$ cat src/rtl/ad4003_acq_ctrl_pkg.sv
// Shared types and constants for the AD4003 acquisition controller.
package ad4003_acq_ctrl_pkg;

  typedef enum logic [1:0] {
    StIdle  = 2'd0,
    StCfgWr = 2'd1,
    StCfgRd = 2'd2,
    StAcq   = 2'd3
  } acq_state_e;

  // Register access commands: write to config register, read back config register.
  localparam logic [7:0]  CmdWr   = 8'h14;
  localparam logic [7:0]  CmdRd   = 8'h54;
  // Second byte of a read command is don't-care; keep SDI high.
  localparam logic [7:0]  RdPad   = 8'hFF;
  localparam logic        SdiIdle = 1'b1;
  localparam int unsigned CmdLen  = 16;

  function automatic int unsigned max_u(input int unsigned a, input int unsigned b);
    return (a > b) ? a : b;
  endfunction

endpackage

$ cat src/rtl/ad4003_lane_shifter.sv
// One SDO lane: MSB-first shift register, advanced only while capture is enabled.
module ad4003_lane_shifter #(
  parameter int unsigned WIDTH = 18
) (
  input  logic             adc_spi_clk,
  input  logic             rst,
  input  logic             cap_en,
  input  logic             sdo,
  output logic [WIDTH-1:0] shift_q
);

  // Shift in one SDO bit per enabled rising edge; reset discards partial frames.
  always_ff @(posedge adc_spi_clk or posedge rst) begin
    if (rst) begin
      shift_q <= '0;
    end else if (cap_en) begin
      shift_q <= {shift_q[WIDTH-2:0], sdo};
    end
  end

endmodule

$ cat src/rtl/ad4003_acq_ctrl.sv
// AD4003 front-end controller: register configuration with readback, then free-running
// conversion frames deserialised on all lanes in the SCK source clock domain.
module ad4003_acq_ctrl
  import ad4003_acq_ctrl_pkg::*;
#(
  parameter int unsigned N_CH      = 24,
  parameter int unsigned DATA_W    = 18,
  parameter int unsigned CYC_LEN   = 40,
  parameter int unsigned CNV_HI    = 16,
  parameter int unsigned SDO_LAG   = 2,
  parameter logic [7:0]  CFG_DATA  = 8'h02,
  parameter int unsigned MAX_RETRY = 3
) (
  input  logic                     adc_spi_clk,
  input  logic                     rst,
  input  logic                     start,
  input  logic                     cfg_req,
  input  logic [N_CH-1:0]          sdo,
  output logic                     cnv,
  output logic                     sck,
  output logic                     sdi,
  output logic [N_CH*DATA_W-1:0]   adc_data,
  output logic                     data_valid,
  output logic                     cfg_ok,
  output logic                     cfg_err,
  output logic [31:0]              frame_cnt
);

  localparam int unsigned S0      = CNV_HI + 2;
  localparam int unsigned SHIFT_W = max_u(DATA_W, CmdLen);
  localparam int unsigned CNT_W   = $clog2(CYC_LEN);
  localparam int unsigned RETRY_W = $clog2(MAX_RETRY + 1);

  localparam logic [CNT_W-1:0] CntLast       = CNT_W'(CYC_LEN - 1);
  localparam logic [CNT_W-1:0] CntCnvHi      = CNT_W'(CNV_HI);
  localparam logic [CNT_W-1:0] CntSckStartM1 = CNT_W'(S0 - 1);
  localparam logic [CNT_W-1:0] CntSckEndAcq  = CNT_W'(S0 + DATA_W - 1);
  localparam logic [CNT_W-1:0] CntSckEndCfg  = CNT_W'(S0 + CmdLen - 1);
  localparam logic [CNT_W-1:0] CntCapStart   = CNT_W'(S0 + SDO_LAG);
  localparam logic [CNT_W-1:0] CntCapEndAcq  = CNT_W'(S0 + SDO_LAG + DATA_W);
  localparam logic [CNT_W-1:0] CntCapEndCfg  = CNT_W'(S0 + SDO_LAG + CmdLen);
  localparam logic [CNT_W-1:0] CntStrobe     = CNT_W'(S0 + DATA_W + SDO_LAG);

  localparam logic [CmdLen-1:0] WrWord = {CmdWr, CFG_DATA};
  localparam logic [CmdLen-1:0] RdWord = {CmdRd, RdPad};

  // The whole SCK window plus capture lag must finish before the strobe/wrap cycle.
  if (S0 + max_u(DATA_W, CmdLen) + SDO_LAG >= CYC_LEN - 1) begin : g_bad_timing
    $error("ad4003_acq_ctrl: SCK window plus SDO_LAG does not fit in CYC_LEN");
  end

  logic [CNT_W-1:0]         cnt_q, cnt_d;
  acq_state_e               state_q, state_d;
  logic                     cfg_pend_q, cfg_pend_d;
  logic [RETRY_W-1:0]       retry_q, retry_d;
  logic                     cfg_ok_q, cfg_ok_d;
  logic                     cfg_err_q, cfg_err_d;
  logic                     cnv_q, data_valid_q;
  logic [N_CH*DATA_W-1:0]   adc_data_q, lane_word;
  logic [31:0]              frame_cnt_q;
  logic                     sck_en_q, sdi_q;
  logic                     cnt_wrap, pend_now, cap_en, strobe, rd_match;
  logic [N_CH-1:0]          lane_match;
  logic [CNT_W-1:0]         cap_end, sck_end_m1, bit_sel;
  logic [CmdLen-1:0]        cmd_word, cmd_shifted;
  logic [SHIFT_W-1:0]       lane_sh [N_CH];

  for (genvar i = 0; i < N_CH; i++) begin : g_lane
    ad4003_lane_shifter #(
      .WIDTH (SHIFT_W)
    ) u_shift (
      .adc_spi_clk (adc_spi_clk),
      .rst         (rst),
      .cap_en      (cap_en),
      .sdo         (sdo[i]),
      .shift_q     (lane_sh[i])
    );
    // Readback byte is the last 8 bits clocked out of a 16-bit read frame.
    assign lane_match[i] = (lane_sh[i][7:0] == CFG_DATA);
    assign lane_word[i*DATA_W +: DATA_W] = lane_sh[i][DATA_W-1:0];
  end

  assign rd_match = &lane_match;

  // Frame counter, frame-boundary state decisions and capture/strobe timing.
  always_comb begin
    cnt_wrap   = (cnt_q == CntLast);
    cnt_d      = cnt_wrap ? '0 : cnt_q + 1'b1;
    pend_now   = cfg_pend_q | cfg_req;
    state_d    = state_q;
    cfg_pend_d = pend_now;
    retry_d    = retry_q;
    cfg_ok_d   = cfg_ok_q;
    cfg_err_d  = cfg_err_q;
    if (cnt_wrap) begin
      unique case (state_q)
        StIdle: begin
          if (pend_now) begin
            state_d    = StCfgWr;
            cfg_pend_d = 1'b0;
            cfg_ok_d   = 1'b0;
          end else if (start && cfg_ok_q) begin
            state_d = StAcq;
          end
        end
        StCfgWr: state_d = StCfgRd;
        StCfgRd: begin
          if (rd_match) begin
            state_d   = StIdle;
            cfg_ok_d  = 1'b1;
            cfg_err_d = 1'b0;
            retry_d   = '0;
          end else if (32'(retry_q) + 32'd1 < MAX_RETRY) begin
            state_d    = StCfgWr;
            cfg_pend_d = 1'b0;
            cfg_ok_d   = 1'b0;
            retry_d    = retry_q + RETRY_W'(1);
          end else begin
            // Give up; a fresh cfg_req gets the full retry budget again.
            state_d   = StIdle;
            cfg_err_d = 1'b1;
            cfg_ok_d  = 1'b0;
            retry_d   = '0;
          end
        end
        StAcq: begin
          if (pend_now) begin
            state_d    = StCfgWr;
            cfg_pend_d = 1'b0;
            cfg_ok_d   = 1'b0;
          end else if (!start) begin
            state_d = StIdle;
          end
        end
        default: state_d = StIdle;
      endcase
    end
    cap_end = (state_q == StAcq) ? CntCapEndAcq : CntCapEndCfg;
    cap_en  = (state_q != StIdle) && (cnt_d >= CntCapStart) && (cnt_d < cap_end);
    strobe  = (state_d == StAcq) && (cnt_d == CntStrobe);
  end

  // FSM, configuration status and registered frame outputs aligned with cnt.
  always_ff @(posedge adc_spi_clk or posedge rst) begin
    if (rst) begin
      cnt_q        <= '0;
      state_q      <= StIdle;
      cfg_pend_q   <= 1'b1;
      retry_q      <= '0;
      cfg_ok_q     <= 1'b0;
      cfg_err_q    <= 1'b0;
      cnv_q        <= 1'b0;
      data_valid_q <= 1'b0;
      adc_data_q   <= '0;
      frame_cnt_q  <= '0;
    end else begin
      cnt_q        <= cnt_d;
      state_q      <= state_d;
      cfg_pend_q   <= cfg_pend_d;
      retry_q      <= retry_d;
      cfg_ok_q     <= cfg_ok_d;
      cfg_err_q    <= cfg_err_d;
      cnv_q        <= (state_d != StIdle) && (cnt_d < CntCnvHi);
      data_valid_q <= strobe;
      if (strobe) begin
        adc_data_q  <= lane_word;
        frame_cnt_q <= frame_cnt_q + 32'd1;
      end
    end
  end

  // SCK enable and SDI command bit for the cycle that follows this falling edge.
  always_comb begin
    sck_end_m1  = (state_q == StAcq) ? CntSckEndAcq : CntSckEndCfg;
    bit_sel     = cnt_q - CntSckStartM1;
    cmd_word    = (state_q == StCfgWr) ? WrWord : RdWord;
    cmd_shifted = cmd_word << bit_sel;
  end

  // Falling-edge registers keep the SCK gate glitch-free and give SDI half a cycle of setup.
  always_ff @(negedge adc_spi_clk or posedge rst) begin
    if (rst) begin
      sck_en_q <= 1'b0;
      sdi_q    <= SdiIdle;
    end else begin
      sck_en_q <= (state_q != StIdle) && (cnt_q >= CntSckStartM1) && (cnt_q < sck_end_m1);
      if ((state_q == StCfgWr || state_q == StCfgRd) &&
          (cnt_q >= CntSckStartM1) && (cnt_q < CntSckEndCfg)) begin
        sdi_q <= cmd_shifted[CmdLen-1];
      end else begin
        sdi_q <= SdiIdle;
      end
    end
  end

  assign sck        = adc_spi_clk & sck_en_q;
  assign sdi        = sdi_q;
  assign cnv        = cnv_q;
  assign data_valid = data_valid_q;
  assign adc_data   = adc_data_q;
  assign cfg_ok     = cfg_ok_q;
  assign cfg_err    = cfg_err_q;
  assign frame_cnt  = frame_cnt_q;

endmodule
$ cat config.mk
export PLATFORM = sky130hd
export DESIGN_NAME = ad4003_acq_ctrl
export DESIGN_NICKNAME = d
export VERILOG_FILES = /design/src/rtl/ad4003_acq_ctrl_pkg.sv /design/src/rtl/ad4003_lane_shifter.sv /design/src/rtl/ad4003_acq_ctrl.sv
export SDC_FILE = /design/constraint.sdc
export NUM_CORES = 2
export LEC_CHECK = 0
export CAP_MARGIN = 20
export CORE_UTILIZATION = 64
export CTS_CLUSTER_SIZE = 30
export DETAILED_ROUTE_END_ITERATION = 8
export DONT_BUFFER_PORTS = 1
export MAX_ROUTING_LAYER = met4
export PLACE_DENSITY = 0.84
export SYNTH_ARGS = -nofsm -noshare
export SYNTH_HDL_FRONTEND = slang
export SYNTH_HIERARCHICAL = 1
export SYNTH_SLANG_ARGS = --single-unit
$ cat constraint.sdc
create_clock -name adc_spi_clk -period 31.2 [get_ports adc_spi_clk]
set_clock_uncertainty 0.1 [all_clocks]
set_input_delay 4.68 -clock adc_spi_clk [delete_from_list [all_inputs] [get_ports adc_spi_clk]]
set_output_delay 4.68 -clock adc_spi_clk [all_outputs]
set_load 0.02 [all_outputs]
==> summary.txt <==
status: completed
port bufs: 0
Routed WL: 87,300 microns
reg2reg setup slack: 13,520 ps
most frequent cell after synthesis: nand2_1
clock-pin slew on the worst setup and hold paths: 60 ps
Die Y: 243 microns
YS warnings: 6
Post-synth top flop: dfrtp_1
DR iter-0 viols: 2,003
crit-path leading delay family: flip-flops
first-pass GRT wire length: 139,000 microns
hold_ws: 371 ps
Tightest Pin Transition: 1180 ps
first drt pass iteration count: 5
critical-path cell with the highest stage delay: dfrtn_1
Area Overhead vs Synth: 7.58%
Placer Congestion: 0.895
Final HPWL DP: 55,200 microns
top cell type's share of synthesized area: 61.5%
Vias/cell: 5.83
Final Max Slew Viols: 0
CTS tree: done
Worst EP arrival: 17,000 ps
async set-reset flop share out of synthesis: 100%
Final setup violation count: 0
Slew HR: 21.6%
clk_lat worst skew: 740 ps
Vias: 22.7k
antenna-violating nets left: 0
vias in the first global route: 24.0k
I/O Pins: 498
met3 Track Usage GR: 8.97%
RSZ-0062 raised after global routing: no
post-layout util: 70.1%
gr usage total: 31.0%
Cells after DPL: 3,714
area leader, netlist: dfrtp_1
Critical Setup Path Class: flip-flop to primary output
final worst slack: 9420 ps
initial core utilization: 65.2%
post-synthesis sequential area ratio: 61.7%
Max stage delay on crit path: 380 ps
site row count: 87
GR peak layer: met2
DIE AREA: 0.0588 sq mm
remaining global-route overflow: 0
Post-synth EDFFs: 0
Setup crit start kind: flip-flop
Max VDD drop: 58.6 uV
worst path bufs/invs: 0
# DRC: 0
NumNets Final: 3,093
worst path required time: 26,420 ps
Netlist cell types: 47
leakage: 20.2 nW
Synth area leaders: dfrtp_1, nand2_1, mux2_4
hold buffers post-CTS: 0
M1 GR Usage: 37.2%
setup TNS: 0 ps
layout cells sized above 1: 20.0%
Power Dens Cells: 61.5 mW/mm^2
mean area per synthesized cell: 12.0 sq um
fin cells: 3,886
largest net degree at the start of global routing: 228
CP Max Fanout: 1
Syn Nets: 3,135
Post-synth top cells: nand2_1, dfrtp_1, mux2_4
Chip Width: 243 microns
Hold Crit Class: flip-flop to flip-flop
Cells after Synth: 3,096
M2 GR Usage: 49.5%
initial antenna violation count: 8
fillers: 3,566
crit-path cells: and2_1
Final Hold Viols: 0
#FFs+latches synth: 913
# resized after CTS: 0
pre-CTS WS: 9490 ps
core box area: 0.0568 sq mm
Critical Path Sink Type: primary output
setup bufs post-CTS: 0
number of max-cap violations: 0
post-DR wirelength/cell: 22.5 microns
Post-Syn Area: 0.0370 sq mm
==> sequential cells by signal, indices dropped and copies added, names as in the netlist <==
name                    flops
retry_q                     2
sck_en_q                    1
sdi                         1
cnv                         1
g_lane.u_shift/shift_q    432
cfg_ok                      1
frame_cnt                  32
cfg_err                     1
adc_data                  432
state_q                     2
data_valid                  1
cnt_q                       6
cfg_pend_q                  1
==> cell type report <==
type	count	area (sq um)	area share (%)
well taps	756	946	2.37
flip-flops and latches	913	22800	57.4
clock inverters	36	502	1.26
inverters	33	144	0.361
clock buffers	128	2690	6.75
diodes	7	17.5	0.0440
repair buffers	19	220	0.553
multi-input cells	1994	12500	31.3
==> worst paths after layout <==
path | start | to | cells after the start
max | sck_en_q | sck | 1
min | g_lane[14].u_shift/shift_q[17] | adc_data[269] | 2
max reg2reg | cnt_q[0] | sdi | 7
min reg2reg | g_lane[14].u_shift/shift_q[17] | adc_data[269] | 2
max in group asynchronous | rst | sdi | 2
min in group asynchronous | rst | g_lane[18].u_shift/shift_q[14] | 1
==> cell usage in the layout (no fill, tap or decap), drive strengths merged, types with 20 or more instances in the layout <==
master,count
nand4,31
mux2,433
inv,36
nor4b,22
nor4,33
clkinv,20
dfrtp,910
clkbuf,128
nor2,24
nand2,1318
==> metal layers <==
layer,part of all wire (%),routed length (microns)
met5,0,0
met4,3.8,3290
met3,8.4,7330
met2,50,43400
met1,38,33300
==> cell families after synthesis <==
family | synth area share, %
simple gates | 16.2
flops | 61.7
mux | 15.6
buf+inv | 4.64
xor+xnor | 0.899
compound gates | 0.612
fa+ha+maj | 0.372
==> tightest hold or removal path: stages, from the launching register on <==
cell,delay [ps]
dfrtp_1,340
nand2_1,50
nand2_1,50
==> power by group <==
group	switching, W	total, W	internal [W]
Sequential	0.0000294	0.00124	0.00121
Clock	0.000462	0.00115	0.000687
Combinational	0.0000314	0.0000603	0.0000289
==> through the flow <==
step | power [W] | cell area (sq um)
after floorplan | 0.00130 | 37000
after global placement | 0.00131 | 36600
after detailed placement | 0.00132 | 36600
after CTS | 0.00246 | 39800
after global routing | 0.00252 | 39800
final | 0.00245 | 39800
(Power assumes the default switching activity.)
